`src/rtl/pipe_stall_ctrl.sv`:
```
// ---------------------------------------------------------------------------
// pipe_stall_ctrl
//   Pipeline hazard controller. It combines three sources of pipeline control:
//   per-stage level stall requests, a timed multi-cycle hold (mul/div, cache
//   refill) and a registered flush/redirect (exception, mispredict). From these
//   it drives per-stage stall and bubble vectors and the redirect PC for IF.
//   Stage 0 is the PC register and stage NSTAGE-1 is WB. NSTAGE must be >= 2.
//
// Ports
//   clk        in   1            clock, all state on the rising edge
//   rst        in   1            synchronous reset, active-low
//   stallreq   in   NSTAGE       level request, bit k = stage k cannot advance
//   hold_req   in   1            one-cycle pulse that starts a timed hold
//   hold_stage in   HSW          stage that owns the timed hold
//   hold_len   in   CNTW         hold length in cycles (0 is treated as 1)
//   flush_req  in   1            one-cycle pulse requesting a pipeline flush
//   flush_pc   in   PCW          redirect target, sampled with flush_req
//   stall      out  NSTAGE       stall[i]=1: stage i holds its register
//   bubble     out  NSTAGE       bubble[i]=1: stage i loads a NOP
//   flush      out  1            flush active
//   new_pc     out  PCW          redirect PC, valid while flush=1
//   busy       out  1            controller is in HOLD or FLUSH
// ---------------------------------------------------------------------------
module pipe_stall_ctrl #(
    parameter int NSTAGE    = 6,
    parameter int CNTW      = 6,
    parameter int FLUSH_CYC = 1,
    parameter int PCW       = 32,
    localparam int HSW      = (NSTAGE > 1) ? $clog2(NSTAGE) : 1
) (
    input  logic              clk,
    input  logic              rst,
    input  logic [NSTAGE-1:0] stallreq,
    input  logic              hold_req,
    input  logic [HSW-1:0]    hold_stage,
    input  logic [CNTW-1:0]   hold_len,
    input  logic              flush_req,
    input  logic [PCW-1:0]    flush_pc,
    output logic [NSTAGE-1:0] stall,
    output logic [NSTAGE-1:0] bubble,
    output logic              flush,
    output logic [PCW-1:0]    new_pc,
    output logic              busy
);

    localparam int FCW = (FLUSH_CYC > 1) ? $clog2(FLUSH_CYC) : 1;

    typedef enum logic [1:0] {
        IDLE  = 2'd0,
        HOLD  = 2'd1,
        FLUSH = 2'd2
    } state_t;

    state_t            state_r;
    state_t            state_s;
    logic [CNTW-1:0]   cnt_r;
    logic [CNTW-1:0]   cnt_s;
    logic [FCW-1:0]    fcnt_r;
    logic [FCW-1:0]    fcnt_s;
    logic [PCW-1:0]    new_pc_r;
    logic [PCW-1:0]    new_pc_s;
    logic [HSW-1:0]    hold_stage_r;
    logic [HSW-1:0]    hold_stage_s;
    logic              hold_act_s;
    logic [HSW-1:0]    hstage_s;
    logic [NSTAGE-1:0] req_s;
    logic [NSTAGE-1:0] mask_s;

    // One-hot decode of a stage index; indices at or above NSTAGE decode to nothing.
    function automatic logic [NSTAGE-1:0] stage_onehot(input logic [HSW-1:0] idx);
        logic [NSTAGE-1:0] oh;
        oh = {NSTAGE{1'b0}};
        for (int i = 0; i < NSTAGE; i++) begin
            if (idx == HSW'(i)) begin
                oh[i] = 1'b1;
            end else begin
                oh[i] = 1'b0;
            end
        end
        return oh;
    endfunction

    // Suffix-OR: bit i is set when any request at stage i or above is set,
    // which is exactly stall[k:0] for the highest requesting stage k.
    function automatic logic [NSTAGE-1:0] stall_mask(input logic [NSTAGE-1:0] req);
        logic [NSTAGE-1:0] m;
        logic              acc;
        acc = 1'b0;
        m   = {NSTAGE{1'b0}};
        for (int i = NSTAGE - 1; i >= 0; i--) begin
            acc  = acc | req[i];
            m[i] = acc;
        end
        return m;
    endfunction

    // State, hold counter, flush counter, latched hold owner and redirect PC.
    always_ff @(posedge clk) begin
        if (!rst) begin
            state_r      <= IDLE;
            cnt_r        <= {CNTW{1'b0}};
            fcnt_r       <= {FCW{1'b0}};
            new_pc_r     <= {PCW{1'b0}};
            hold_stage_r <= {HSW{1'b0}};
        end else begin
            state_r      <= state_s;
            cnt_r        <= cnt_s;
            fcnt_r       <= fcnt_s;
            new_pc_r     <= new_pc_s;
            hold_stage_r <= hold_stage_s;
        end
    end

    // Next-state logic; also decides whether the timed hold contributes this cycle.
    always_comb begin
        state_s      = state_r;
        cnt_s        = cnt_r;
        fcnt_s       = fcnt_r;
        new_pc_s     = new_pc_r;
        hold_stage_s = hold_stage_r;
        hold_act_s   = 1'b0;
        hstage_s     = hold_stage_r;
        case (state_r)
            IDLE: begin
                if (flush_req) begin
                    state_s  = FLUSH;
                    new_pc_s = flush_pc;
                    fcnt_s   = {FCW{1'b0}};
                    cnt_s    = {CNTW{1'b0}};
                end else if (hold_req) begin
                    // The request cycle itself is hold cycle 1, so only lengths
                    // of 2 or more need the HOLD state.
                    hold_act_s   = 1'b1;
                    hstage_s     = hold_stage;
                    hold_stage_s = hold_stage;
                    if (hold_len > CNTW'(1)) begin
                        state_s = HOLD;
                        cnt_s   = hold_len - CNTW'(1);
                    end else begin
                        state_s = IDLE;
                    end
                end else begin
                    state_s = IDLE;
                end
            end
            HOLD: begin
                // The hold still stalls in the cycle a flush is requested; the
                // flush itself takes effect one cycle later.
                hold_act_s = 1'b1;
                if (flush_req) begin
                    state_s  = FLUSH;
                    new_pc_s = flush_pc;
                    fcnt_s   = {FCW{1'b0}};
                    cnt_s    = {CNTW{1'b0}};
                end else if (cnt_r == CNTW'(1)) begin
                    state_s = IDLE;
                    cnt_s   = {CNTW{1'b0}};
                end else begin
                    cnt_s = cnt_r - CNTW'(1);
                end
            end
            FLUSH: begin
                if (flush_req) begin
                    new_pc_s = flush_pc;
                    fcnt_s   = {FCW{1'b0}};
                end else if (fcnt_r == FCW'(FLUSH_CYC - 1)) begin
                    state_s = IDLE;
                    fcnt_s  = {FCW{1'b0}};
                end else begin
                    fcnt_s = fcnt_r + FCW'(1);
                end
            end
            default: begin
                state_s = IDLE;
                cnt_s   = {CNTW{1'b0}};
                fcnt_s  = {FCW{1'b0}};
            end
        endcase
    end

    // Merge level requests with the timed hold and form the stall mask.
    always_comb begin
        req_s = stallreq;
        if (hold_act_s) begin
            req_s = stallreq | stage_onehot(hstage_s);
        end else begin
            req_s = stallreq;
        end
        mask_s = stall_mask(req_s);
    end

    // Output drive: reset forces everything low, flush overrides stall requests.
    always_comb begin
        stall  = {NSTAGE{1'b0}};
        bubble = {NSTAGE{1'b0}};
        flush  = 1'b0;
        busy   = 1'b0;
        if (!rst) begin
            stall  = {NSTAGE{1'b0}};
            bubble = {NSTAGE{1'b0}};
        end else if (state_r == FLUSH) begin
            flush = 1'b1;
            busy  = 1'b1;
            for (int i = 1; i < NSTAGE; i++) begin
                bubble[i] = 1'b1;
            end
        end else begin
            busy  = (state_r != IDLE);
            stall = mask_s;
            // A bubble enters the stage just above the highest stalled one.
            for (int i = 1; i < NSTAGE; i++) begin
                bubble[i] = mask_s[i-1] & ~mask_s[i];
            end
        end
    end

    assign new_pc = new_pc_r;

endmodule
```
`config.mk`:
```
export PLATFORM = sky130hd
export DESIGN_NAME = pipe_stall_ctrl
export DESIGN_NICKNAME = d
export VERILOG_FILES = /design/src/rtl/pipe_stall_ctrl.sv
export SDC_FILE = /design/constraint.sdc
export NUM_CORES = 1
export LEC_CHECK = 0
export BUFFER_PORTS_ARGS = -buffer_cell sky130_fd_sc_hd__buf_2
export CORE_MARGIN = 1
export CORE_UTILIZATION = 45
export CTS_CLUSTER_SIZE = 40
export DETAILED_ROUTE_END_ITERATION = 7
export PLACE_DENSITY_LB_ADDON = 0.12
export SKIP_LAST_GASP = 1
export SLEW_MARGIN = 10
export SYNTH_ARGS = -nofsm -noshare
export SYNTH_HDL_FRONTEND = slang
export SYNTH_SLANG_ARGS = --single-unit
```
`constraint.sdc`:
```
create_clock -name clk -period 6.9 [get_ports clk]
set_input_delay 1.38 -clock clk [delete_from_list [all_inputs] [get_ports clk]]
set_output_delay 1.38 -clock clk [all_outputs]
set_load 0.005 [all_outputs]
```
=== Word-level counts from Yosys, hierarchy flattened ===
Cells that the tools add are included.

* Input port bits: 51
* Bits in registers: 44
* Logic and storage cells: 93

* Bitwise gates (word level): 17
* Order comparisons: 1
* Reductions and logical operators: 8
* Mux-type cells: 45
* Add/subtract/negate cells: 3
* Equal/unequal tests: 14

{| class="wikitable"
|+ Operators with widths
! kind !! count
|-
| 6-bit two-way mux || 8
|-
| 1-bit two-way mux || 22
|-
| 6-bit case mux with 3 select lines || 1
|-
| 2-bit two-way mux || 6
|-
| 6-bit by 1-bit subtractor with 6-bit output, second input constant || 2
|-
| 5-bit two-way mux || 2
|-
| 3-bit two-way mux || 3
|-
| 3-bit inequality test, second input constant || 3
|-
| 3-bit by 2-bit equality test with 1-bit output, second input constant || 2
|-
| 3-bit equality test, second input constant || 2
|-
| 6-bit by 1-bit equality test with 1-bit output, second input constant || 1
|-
| 6-bit by 1-bit greater-than comparator with 1-bit output, second input constant || 1
|-
| 1-bit inverter || 6
|-
| 6-bit OR || 1
|-
| 2-bit case mux with 3 select lines || 1
|-
| 3-bit AND reduction || 2
|-
| 1-bit AND || 5
|-
| 1-bit OR || 5
|-
| 2-bit inequality test, second input constant || 2
|-
| 1-bit case mux with 2 select lines || 2
|-
| 3-bit by 1-bit equality test with 1-bit output, second input constant || 1
|-
| 3-bit logical NOT || 1
|-
| 3-bit OR reduction || 1
|-
| 2-bit by 1-bit equality test with 1-bit output, second input constant || 1
|-
| 7 further kinds || 7
|}

=== Longest topological paths before layout ===
Gate-level depths: netlist of run 1.

* Depth after elaboration: 16
* Mapped depth: 8

=== Least setup slack after synthesis of run 1 ===
Ideal clock, no wire load.

* Kind: input port to output port
* Start: in flush_req
* End: out bubble[2]
* Required time: 5.520 ns
* Path slack: 2.687 ns
* Cell stages on the path: 5
* Data arrival time: 2.833 ns
* Cell sequence: nor4b_4 > mux2i_2 > nor2_4 > or3_1 > o31ai_1

* Word-level cells in the longest chain between the ends: 14
* Elaborated cells between the ends (all ways): 29

{| class="wikitable"
|+ Ends and longest elaborated chain
! element !! line !! source
|-
| start, declared || 37 || <nowiki>input logic flush_req,</nowiki>
|-
| 3-bit two-way mux || 125 || <nowiki>if (flush_req) begin</nowiki>
|-
| 3-bit two-way mux || 123 || <nowiki>case (state_r)</nowiki>
|-
| 3-bit equality test || 74 || <nowiki>if (idx == HSW'(i)) begin</nowiki>
|-
| 1-bit two-way mux || 74 ||
|-
| 1-bit two-way mux || 184 || <nowiki>if (hold_act_s) begin</nowiki>
|-
| 6-bit OR || 185 || <nowiki>req_s = stallreq | stage_onehot(hstage_s);</nowiki>
|-
| 6-bit two-way mux (*) || 184 ||
|-
| 1-bit OR (3 in a row) || 91 || <nowiki>acc = acc | req[i];</nowiki>
|-
| 1-bit OR or 1-bit inverter (tied branches) || 91, 212 ||
|-
| 1-bit AND (*) || 212 || <nowiki>bubble[i] = mask_s[i-1] & ~mask_s[i];</nowiki>
|-
| 5-bit two-way mux (*) || 201 || <nowiki>end else if (state_r == FLUSH) begin</nowiki>
|-
| 5-bit two-way mux (*) || 198 || <nowiki>if (!rst) begin</nowiki>
|-
| end, declared || 40 || <nowiki>output logic [NSTAGE-1:0] bubble,</nowiki>
|}

Mark *: on every way between the ends. The rest lies on a longest branch, timed or not. The select of a mux whose other input is x is not followed.

=== Worst setup path in the final report of run 1 ===
Same ends and word-level chain as after synthesis.

==> results of run 1 <==
## critical path, delay by kind of cell
family,cells,cell delay [ns]
muxes,1,0.48
buffers and inverters,2,0.30
AOI/OAI and AO/OA,1,0.25
and+or+nand+nor,3,0.81
## cell families after synthesis
kind of cell               after synthesis  synth area share
AOI/OAI and AO/OA                       64            0.2093
xor gates and xnor gates                 7           0.02818
adders and majority gates                4           0.02300
buffers and inverters                   24           0.05060
DFF                                     43            0.3956
muxes                                    7           0.03450
other                                    1          0.001723
and+or+nand+nor                        115            0.2570
## placed cells by master (no fill, tap or decap), types with 2 or more instances in the layout
master,netlist,routed
buf_2,1,95
nand2_1,70,70
dfxtp_1,43,43
a21boi_0,32,32
nor2_1,15,15
inv_1,8,8
clkbuf_8,0,7
a21oi_1,6,6
o21ai_0,6,6
a31oi_1,6,6
mux2i_1,5,5
nor3_1,5,5
o2bb2ai_1,5,5
or3_1,4,4
xnor2_1,4,4
ha_1,4,4
xor2_1,3,3
nor3b_1,3,3
nor4b_4,2,2
o21ai_1,2,2
nand2b_1,2,2
o31ai_1,2,2
and2_1,2,2
and3_1,2,2
nor2b_1,2,2
## per-stage QoR
step | std cells | util | hold slack [ns] | setup slack, ns | cell area (sq um)
after CTS | 404 | 0.6075 | 0.4659 | 2.287 | 2736
after detailed placement | 396 | 0.5853 | 0.4548 | 2.298 | 2636
after global routing | 404 | 0.6075 | 0.4816 | 2.172 | 2736
final | 404 | 0.6075 | 0.4604 | 2.298 | 2736
after global placement | 396 | 0.5853 | 0.4477 | 2.334 | 2636
after floorplan | 265 | - | 0.4600 | 2.687 | 2176
## routing by layer
layer | up-vias | GRT usage | share of wire
met2 | 56 | 0.3619 | 0.49
li1 | 1066 | - | -
met1 | 924 | 0.2366 | 0.45
met4 | 0 | 0.05011 | 0.0063
met5 | - | 0 | 0
met3 | 4 | 0.05063 | 0.055
## state kept, by name, summed over array words and instances, names as in the netlist
name,flops
cnt_r,6
state_r,2
new_pc,32
hold_stage_r,3
## layout make-up
cell class | instances | area [sq um] | share of cell area
Inverter | 8 | 30.03 | 0.01097
Timing Repair Buffer | 95 | 475.5 | 0.1738
Clock buffer | 8 | 100.1 | 0.03658
Tap cell | 52 | 65.06 | 0.02378
Multi-Input combinational cell | 198 | 1205 | 0.4403
Sequential cell | 43 | 860.8 | 0.3146
## report_power, final
part	leakage [nW]	internal [mW]	total, mW	switching [mW]
clock network	0.0515	0.0913	0.170	0.0789
logic	0.879	0.0457	0.0944	0.0487
registers	0.354	0.262	0.271	0.00909
total	1.28	0.399	0.535	0.137
## final timing paths
kind                                  from         end  slack (ns)  cells after the start
worst max-delay path             flush_req   bubble[2]        2.30                      7
worst min-delay path            new_pc[13]  new_pc[13]        0.46                      2
worst max register to register  state_r[0]   new_pc[8]        4.74                      4
worst min register to register  new_pc[13]  new_pc[13]        0.46                      2
==> flow_summary.yaml, run 1 <==
timing:
  rsz0062_at_grt: "false"
  hold_viol_final: 0
  relSlewSlack: 0.2445
  worst_slew_pin_slew_ns: 1.133
  fin_crit_sh: 0.6669
  setup_viol_count_final: 0
  fin_skew_ns: 0.005591
  max_freq_ghz: 0.2173
  finalSetupTns_ns: 0
  min_period_ns: 4.602
  drv_slew: 0
floorplanning:
  ioPinCount: 97
  dieArea_sq_um: 5117
  placementRows: 24
  die_y_um: 71.54
  initial_core_util: 0.4831
  core_sq_um: 4504
  fp.dieW_um: 71.54
placement:
  io_buffers: 95
  gp_congestion: 0.8310
  hpwlAfterDp_um: 3606
cts:
  cts_hold_buf: 0
  post_cts_buffers: 0
  post_cts_resize_count: 0
  cts_tree: "done"
  clock_path_buffers: 2
  clockRootBuffer: "clkbuf_8"
  clk_pin_slew_ns: 0.07
  clk_latency_ns: 0.29
  htreeDepth: 2
  cts.sinks: 43
  cts-buffers-inserted: 5
power:
  cellLeakagePower_nw: 1.284
  total_power_mw: 0.5354
  ir_drop_v: 0.0001329
  powerDensity_nw_per_um2: 195.6
drt:
  drc: 0
  antenna_left: 0
  post_drt_wl_per_cell_um: 12.18
  wl_um: 4920
  via_per_inst: 5.074
  drtIter0Drc: 64
  vias: 2050
  firstDrtPassIters: 4
final_layout:
  n_antenna_cell: 0
  final_nets: 406
  syn_to_final_growth_pct: 25.76
  fillCellCount: 449
  drive_gt1_frac: 0.3153
synth:
  synth_area_leaders: "dfxtp_1 (40%), nand2_1 (12%), a21boi_0 (11%), nor2_1 (2.6%), ha_1 (2.3%)"
  ys_seq_elements: 43
  synth_commonest_cells: "nand2_1 (70), dfxtp_1 (43), a21boi_0 (32)"
  synth_most_common_cell: "nand2_1"
  yosysWarnings: 0
  synth_top_area_frac: 0.3956
  synthFlopType: "dfxtp_1"
  synthesis.nets: 320
  synth-async-reset-ratio: 0
  avgSynthCellArea_sq_um: 8.211
  synth-edff-count: 0
  yosysSeqAreaShare: 0.3956
  synth_area_sq_um: 2176
  synth_cells: 265
  synth_cell_types: 45
  yosysTopAreaCell: "dfxtp_1"
run:
  cap_violations: 0
global_route:
  grt_pass1_wl_um: 8231
  grt_pass1_vias: 1959
  antenna_found_initial: 0
  grt_max_degree: 44
  track_usage: 0.2000
  grt_overflow: 0
run_status:
  run_status: "complete, no violations"
worst_setup_path:
  arrival_ns: 3.22
  crit_fanout: 8
  endpoint_kind: "output port"
  crit_slowest_cell: "mux2i_2"
  crit_type: "in2out"
  cp-start-kind: "input pin"
  cpMostUsedCell: "buf_2"
  path_cells: "buf_2 > nor4b_4 > mux2i_2 > nor2_4 > or3_1 > o31ai_1 > buf_2"
  max_stage_delay_ns: 0.48
  worstPathRequired_ns: 5.52
hold_path:
  hp-class: "reg2reg"
No activity file was read; power rests on OpenSTA's default activity.
==> inputs of run 2 (changes only) <==
Settings changed: CORE_UTILIZATION 45 to 42.
Clock period 6.9 ns to 3.8 ns, I/O delays scaled along.
==> run 2 against run 1 <==
Against the previous run:
- worst setup slack worse by 1.8 ns
- die area up 6.9%
- core utilization down 4.0 points
- first-iteration DRC count up 20%
- count of clock-buffer cells in the layout down 1
- sequential power up 81%
- combinational power up 83%
- flip-flop and latch count unchanged
- largest power group unchanged
- critical path type is now reg2out
- register-to-register slack worse by 3.1 ns
- worst hold slack worse by 0.0019 ns
==> flow_summary.yaml, run 2 (synthesis gave the netlist of run 1 again) <==
cts:
  post_cts_resize_count: 0
  cts.sinks: 43
  cts_hold_buf: 0
  clk_latency_ns: 0.28
  clockRootBuffer: "clkbuf_8"
  htreeDepth: 2
  cts_tree: "done"
  clock_path_buffers: 2
  clk_pin_slew_ns: 0.07
  cts-buffers-inserted: 5
  post_cts_buffers: 0
worst_setup_path:
  crit_fanout: 20
  worstPathRequired_ns: 3.04
  crit_type: "reg2out"
  rr_startpoint: "state_r[0]"
  startpoint: "state_r[0]"
  arrival_ns: 2.55
  endpoint_kind: "output port"
  cp-start-kind: "flip-flop"
power:
  cellLeakagePower_nw: 1.284
  combPwrFrac: 0.185
  ir_drop_v: 0.0002573
  p_int_mw: 0.6882
  power_frac_seq: 0.527
  pwr-share-clk: 0.288
  power.switching_mw: 0.2451
  powerDensity_nw_per_um2: 339.2
  switching_share: 0.2626
timing:
  drv_slew: 0
  max_freq_ghz: 0.3021
  hold_viol_final: 0
  setup_viol_count_final: 0
  finalSetupTns_ns: 0
  min_period_ns: 3.310
  fin_crit_sh: 0.8710
  rsz0062_at_grt: "false"
  fin_skew_ns: 0.002566
  relSlewSlack: 0.2804
  worst_slew_pin_slew_ns: 1.077
drt:
  vias: 2042
  drc: 0
  firstDrtPassIters: 4
  antenna_left: 0
  drtIter0Drc: 77
  via_per_inst: 4.850
  wl_um: 4866
  post_drt_wl_per_cell_um: 11.56
global_route:
  grt_max_degree: 33
  track_usage: 0.1878
  antenna_found_initial: 0
  grt_overflow: 0
  grt_pass1_vias: 1861
  grt_pass1_wl_um: 8004
final_layout:
  largest_reg_flops: 32
  multi_input_area_sq_um: 1205
  n_antenna_cell: 0
  area.sequential_sq_um: 860.8
  syn_to_final_growth_pct: 26.45
  post-route-util: 0.5675
  mostFrequentLayoutCell: "buf_2"
  mostFrequentLayoutCells: "buf_2 (95), nand2_1 (70), dfxtp_1 (43)"
  drive_gt1_frac: 0.3164
  final_nets: 408
  fillCellCount: 481
floorplanning:
  placementRows: 25
  ioPinCount: 97
  core_sq_um: 4848
  fp.dieW_um: 73.98
  dieArea_sq_um: 5472
  die_y_um: 73.98
  initial_core_util: 0.4488
hold_path:
  min_from: "new_pc[23]"
  hp-class: "reg2reg"
run_status:
  run_status: "complete, no violations"
run:
  cap_violations: 0
placement:
  gp_congestion: 0.7705
  hpwlAfterDp_um: 3604
  io_buffers: 95
run 2: changes by cell type in the layout (fill, tap and decap cells not counted):
cell      before  now
buf_4          0    2
clkinv_2       0    1
clkbuf_1       1    2
clkbuf_8       7    5
run 2: layer usage:
layer / GRT usage / share of wire
met1: 0.2271 / 0.47
met2: 0.3283 / 0.47
met3: 0.04607 / 0.050
met4: 0.05769 / 0.010
met5: 0 / 0
run 2: per-stage QoR:
| stage | cells | area [sq um] | hold WS, ns | worst slack [ns] | power, mW |
|---|---|---|---|---|---|
| 2_1_floorplan | 265 | 2176 | 0.4600 | 0.8272 | 0.6024 |
| 3_3_place_gp | 413 | 2670 | 0.4466 | 0.5174 | 0.6739 |
| 3_5_place_dp | 413 | 2670 | 0.4525 | 0.5027 | 0.6769 |
| 4_1_cts | 421 | 2751 | 0.4635 | 0.4844 | 0.9516 |
| 5_1_grt | 421 | 2751 | 0.4832 | 0.2763 | 0.9920 |
| 6_report | 421 | 2751 | 0.4586 | 0.4903 | 0.9333 |
run 2: worst paths after layout:
kind | end | slack [ns] | cells after the start
max | bubble[2] | 0.49 | 6
min | new_pc[23] | 0.46 | 2
max reg2reg | new_pc[6] | 1.67 | 4
min reg2reg | new_pc[23] | 0.46 | 2
run 2: area by class of cell:
cell class / count / share of cell area
Tap cell: 67 / 0.03047
Timing Repair Buffer: 97 / 0.1783
Sequential cell: 43 / 0.3129
Inverter: 8 / 0.01091
Clock buffer: 7 / 0.02774
Multi-Input combinational cell: 198 / 0.4379
Clock inverter: 1 / 0.001819
run 2: critical path: stages, from the launching register on:
cell and delay, ns:
dfxtp_1 0.51, nor4b_4 0.52, mux2i_2 0.46, nor2_4 0.10
or3_1 0.31, o31ai_1 0.22, buf_2 0.14
run 2: power by group through the flow:
| stage | sequential, mW | clock [mW] | combinational [mW] |
|---|---|---|---|
| finish | 0.491 | 0.269 | 0.173 |
| global route | 0.495 | 0.300 | 0.196 |
| CTS | 0.491 | 0.285 | 0.176 |
| detailed placement | 0.502 | 0 | 0.175 |
| global placement | 0.501 | 0 | 0.173 |
| floorplan | 0.500 | 0 | 0.102 |
==> inputs of run 3 (changes only) <==
Settings changed: SKIP_LAST_GASP 1 to default, TNS_END_PERCENT from default to 5.
Clock period 3.8 ns to 2.8 ns, I/O delays scaled along.
==> run 3 against run 2 <==
Against the previous run:
- clock power rose by 110%
- non-clock buffer count grew 4
- sequential share of layout area shrank 0.88 points
- register-to-register slack got worse by 0.46 ns
- largest power group unchanged
- highest routed layer unchanged
==> flow_summary.yaml, run 3 (synthesis gave the netlist of run 1 again) <==
final_layout:
  mostFrequentLayoutCells: "buf_2 (95), nand2_1 (70), dfxtp_1 (41)"
  n_antenna_cell: 0
  drive_gt1_frac: 0.3352
  fillCellCount: 462
  syn_to_final_growth_pct: 30.48
  final_nets: 412
  mostFrequentLayoutCell: "buf_2"
  largest_reg_flops: 32
  post-route-util: 0.5855
drt:
  firstDrtPassIters: 4
  drc: 0
  wl_um: 4876
  drtIter0Drc: 69
  vias: 2030
  post_drt_wl_per_cell_um: 11.47
  antenna_left: 0
  via_per_inst: 4.776
power:
  powerDensity_nw_per_um2: 514.1
  combPwrFrac: 0.165
  power_frac_seq: 0.456
  p_int_mw: 1.120
  total_power_mw: 1.459
  ir_drop_v: 0.0003736
  power.switching_mw: 0.3394
  cellLeakagePower_nw: 1.328
  switching_share: 0.2326
  pwr-share-clk: 0.378
worst_setup_path:
  rr_startpoint: "cnt_r[2]"
  crit_fanout: 8
  crit_slowest_cell: "mux2i_2"
  reg2reg_to: "cnt_r[2]"
  startpoint: "flush_req"
  path_cells: "buf_2 > nor4b_4 > mux2i_2 > nor2_4 > or3_1 > o31ai_1 > buf_2"
  worstPathRequired_ns: 2.24
  reg2reg_slack_ns: 1.21
  max_stage_delay_ns: 0.33
  arrival_ns: 2.07
  cp-start-kind: "input pin"
  cpMostUsedCell: "buf_2"
  crit_type: "in2out"
  endpoint_kind: "output port"
  rr_worst_depth: 5
placement:
  hpwlAfterDp_um: 3583
  io_buffers: 95
  gp_congestion: 0.7935
hold_path:
  min_to: "new_pc[8]"
  min_from: "new_pc[8]"
  hp-class: "reg2reg"
  whs_path_depth: 2
timing:
  hold_viol_final: 0
  fin_crit_sh: 0.9401
  drv_slew: 0
  worst_slew_pin_slew_ns: 0.6779
  setup_viol_count_final: 0
  rsz0062_at_grt: "false"
  min_period_ns: 2.632
  max_freq_ghz: 0.3799
  finalSetupTns_ns: 0
  fin_skew_ns: 0.005519
  relSlewSlack: 0.5433
cts:
  clockRootBuffer: "clkbuf_8"
  clk_latency_ns: 0.28
  cts-buffers-inserted: 5
  cts.sinks: 43
  htreeDepth: 2
  clk_pin_slew_ns: 0.08
  cts_hold_buf: 0
  clock_path_buffers: 2
  cts_tree: "done"
floorplanning:
  fp.dieW_um: 73.98
  initial_core_util: 0.4488
  dieArea_sq_um: 5472
  core_sq_um: 4848
  ioPinCount: 97
  die_y_um: 73.98
  placementRows: 25
global_route:
  grt_pass1_wl_um: 8052
  grt_overflow: 0
  grt_max_degree: 33
  grt_pass1_vias: 1873
  track_usage: 0.1882
  antenna_found_initial: 0
run_status:
  run_status: "complete, no violations"
run:
  cap_violations: 0
==> run 3: cell type report <==
cell class,instances,area [sq um],share of cell area
clock buffer,6,72.57,0.02556
clock inverter,2,60.06,0.02115
inverter,8,30.03,0.01058
multi-input combinational,198,1209,0.4257
sequential,43,863.3,0.3041
tap,67,83.83,0.02953
timing repair buffer,101,520.5,0.1833
==> run 3: power by group through the flow <==
stage,registers (mW),logic [mW],clock network (mW)
global route,0.671,0.275,0.599
CTS,0.665,0.244,0.565
global placement,0.678,0.242,0
floorplan,0.679,0.139,0
finish,0.666,0.241,0.552
detailed placement,0.680,0.243,0
==> run 3: worst max-delay path: cells and delay by family <==
family | cells | cell delay (ns)
AND/OR/NAND/NOR | 3 | 0.71
multiplexers | 1 | 0.33
buffers and inverters | 2 | 0.28
AO/OA/AOI/OAI | 1 | 0.18
==> run 3: routing by layer <==
metal / track usage / up-vias / routed length [um] / share of wire
li1: - / 1071 / - / -
met1: 0.2237 / 908 / 2245 / 0.46
met2: 0.3364 / 49 / 2349 / 0.48
met3: 0.04607 / 2 / 253 / 0.052
met4: 0.05128 / 0 / 29 / 0.0059
met5: 0 / - / 0 / 0
==> run 3: metrics by stage <==
step / std cells / instance area [sq um] / hold slack, ns / setup WS [ns]
floorplan: 265 / 2176 / 0.4600 / 0.2272
global placement: 417 / 2700 / 0.4456 / 0.1808
detailed placement: 417 / 2700 / 0.4535 / 0.1537
CTS: 425 / 2833 / 0.4647 / 0.09217
global route: 425 / 2839 / 0.4802 / 0.02646
finish: 425 / 2839 / 0.4597 / 0.1677
==> run 3: worst max-delay path by stage <==
stage,end,depth (start not counted),slack (ns)
after floorplan,bubble[2],5,0.23
after global placement,bubble[2],7,0.18
after detailed placement,bubble[2],7,0.15
after CTS,bubble[2],6,0.09
after global routing,bubble[2],7,0.03
final,bubble[2],7,0.17
==> run 3: repair_timing <==
| action | in CTS | in global routing |
|---|---|---|
| endpoints found under the setup margin | 0 | 3 |
| buffers inserted | 0 | 0 |
| gates resized for setup | 0 | 3 |
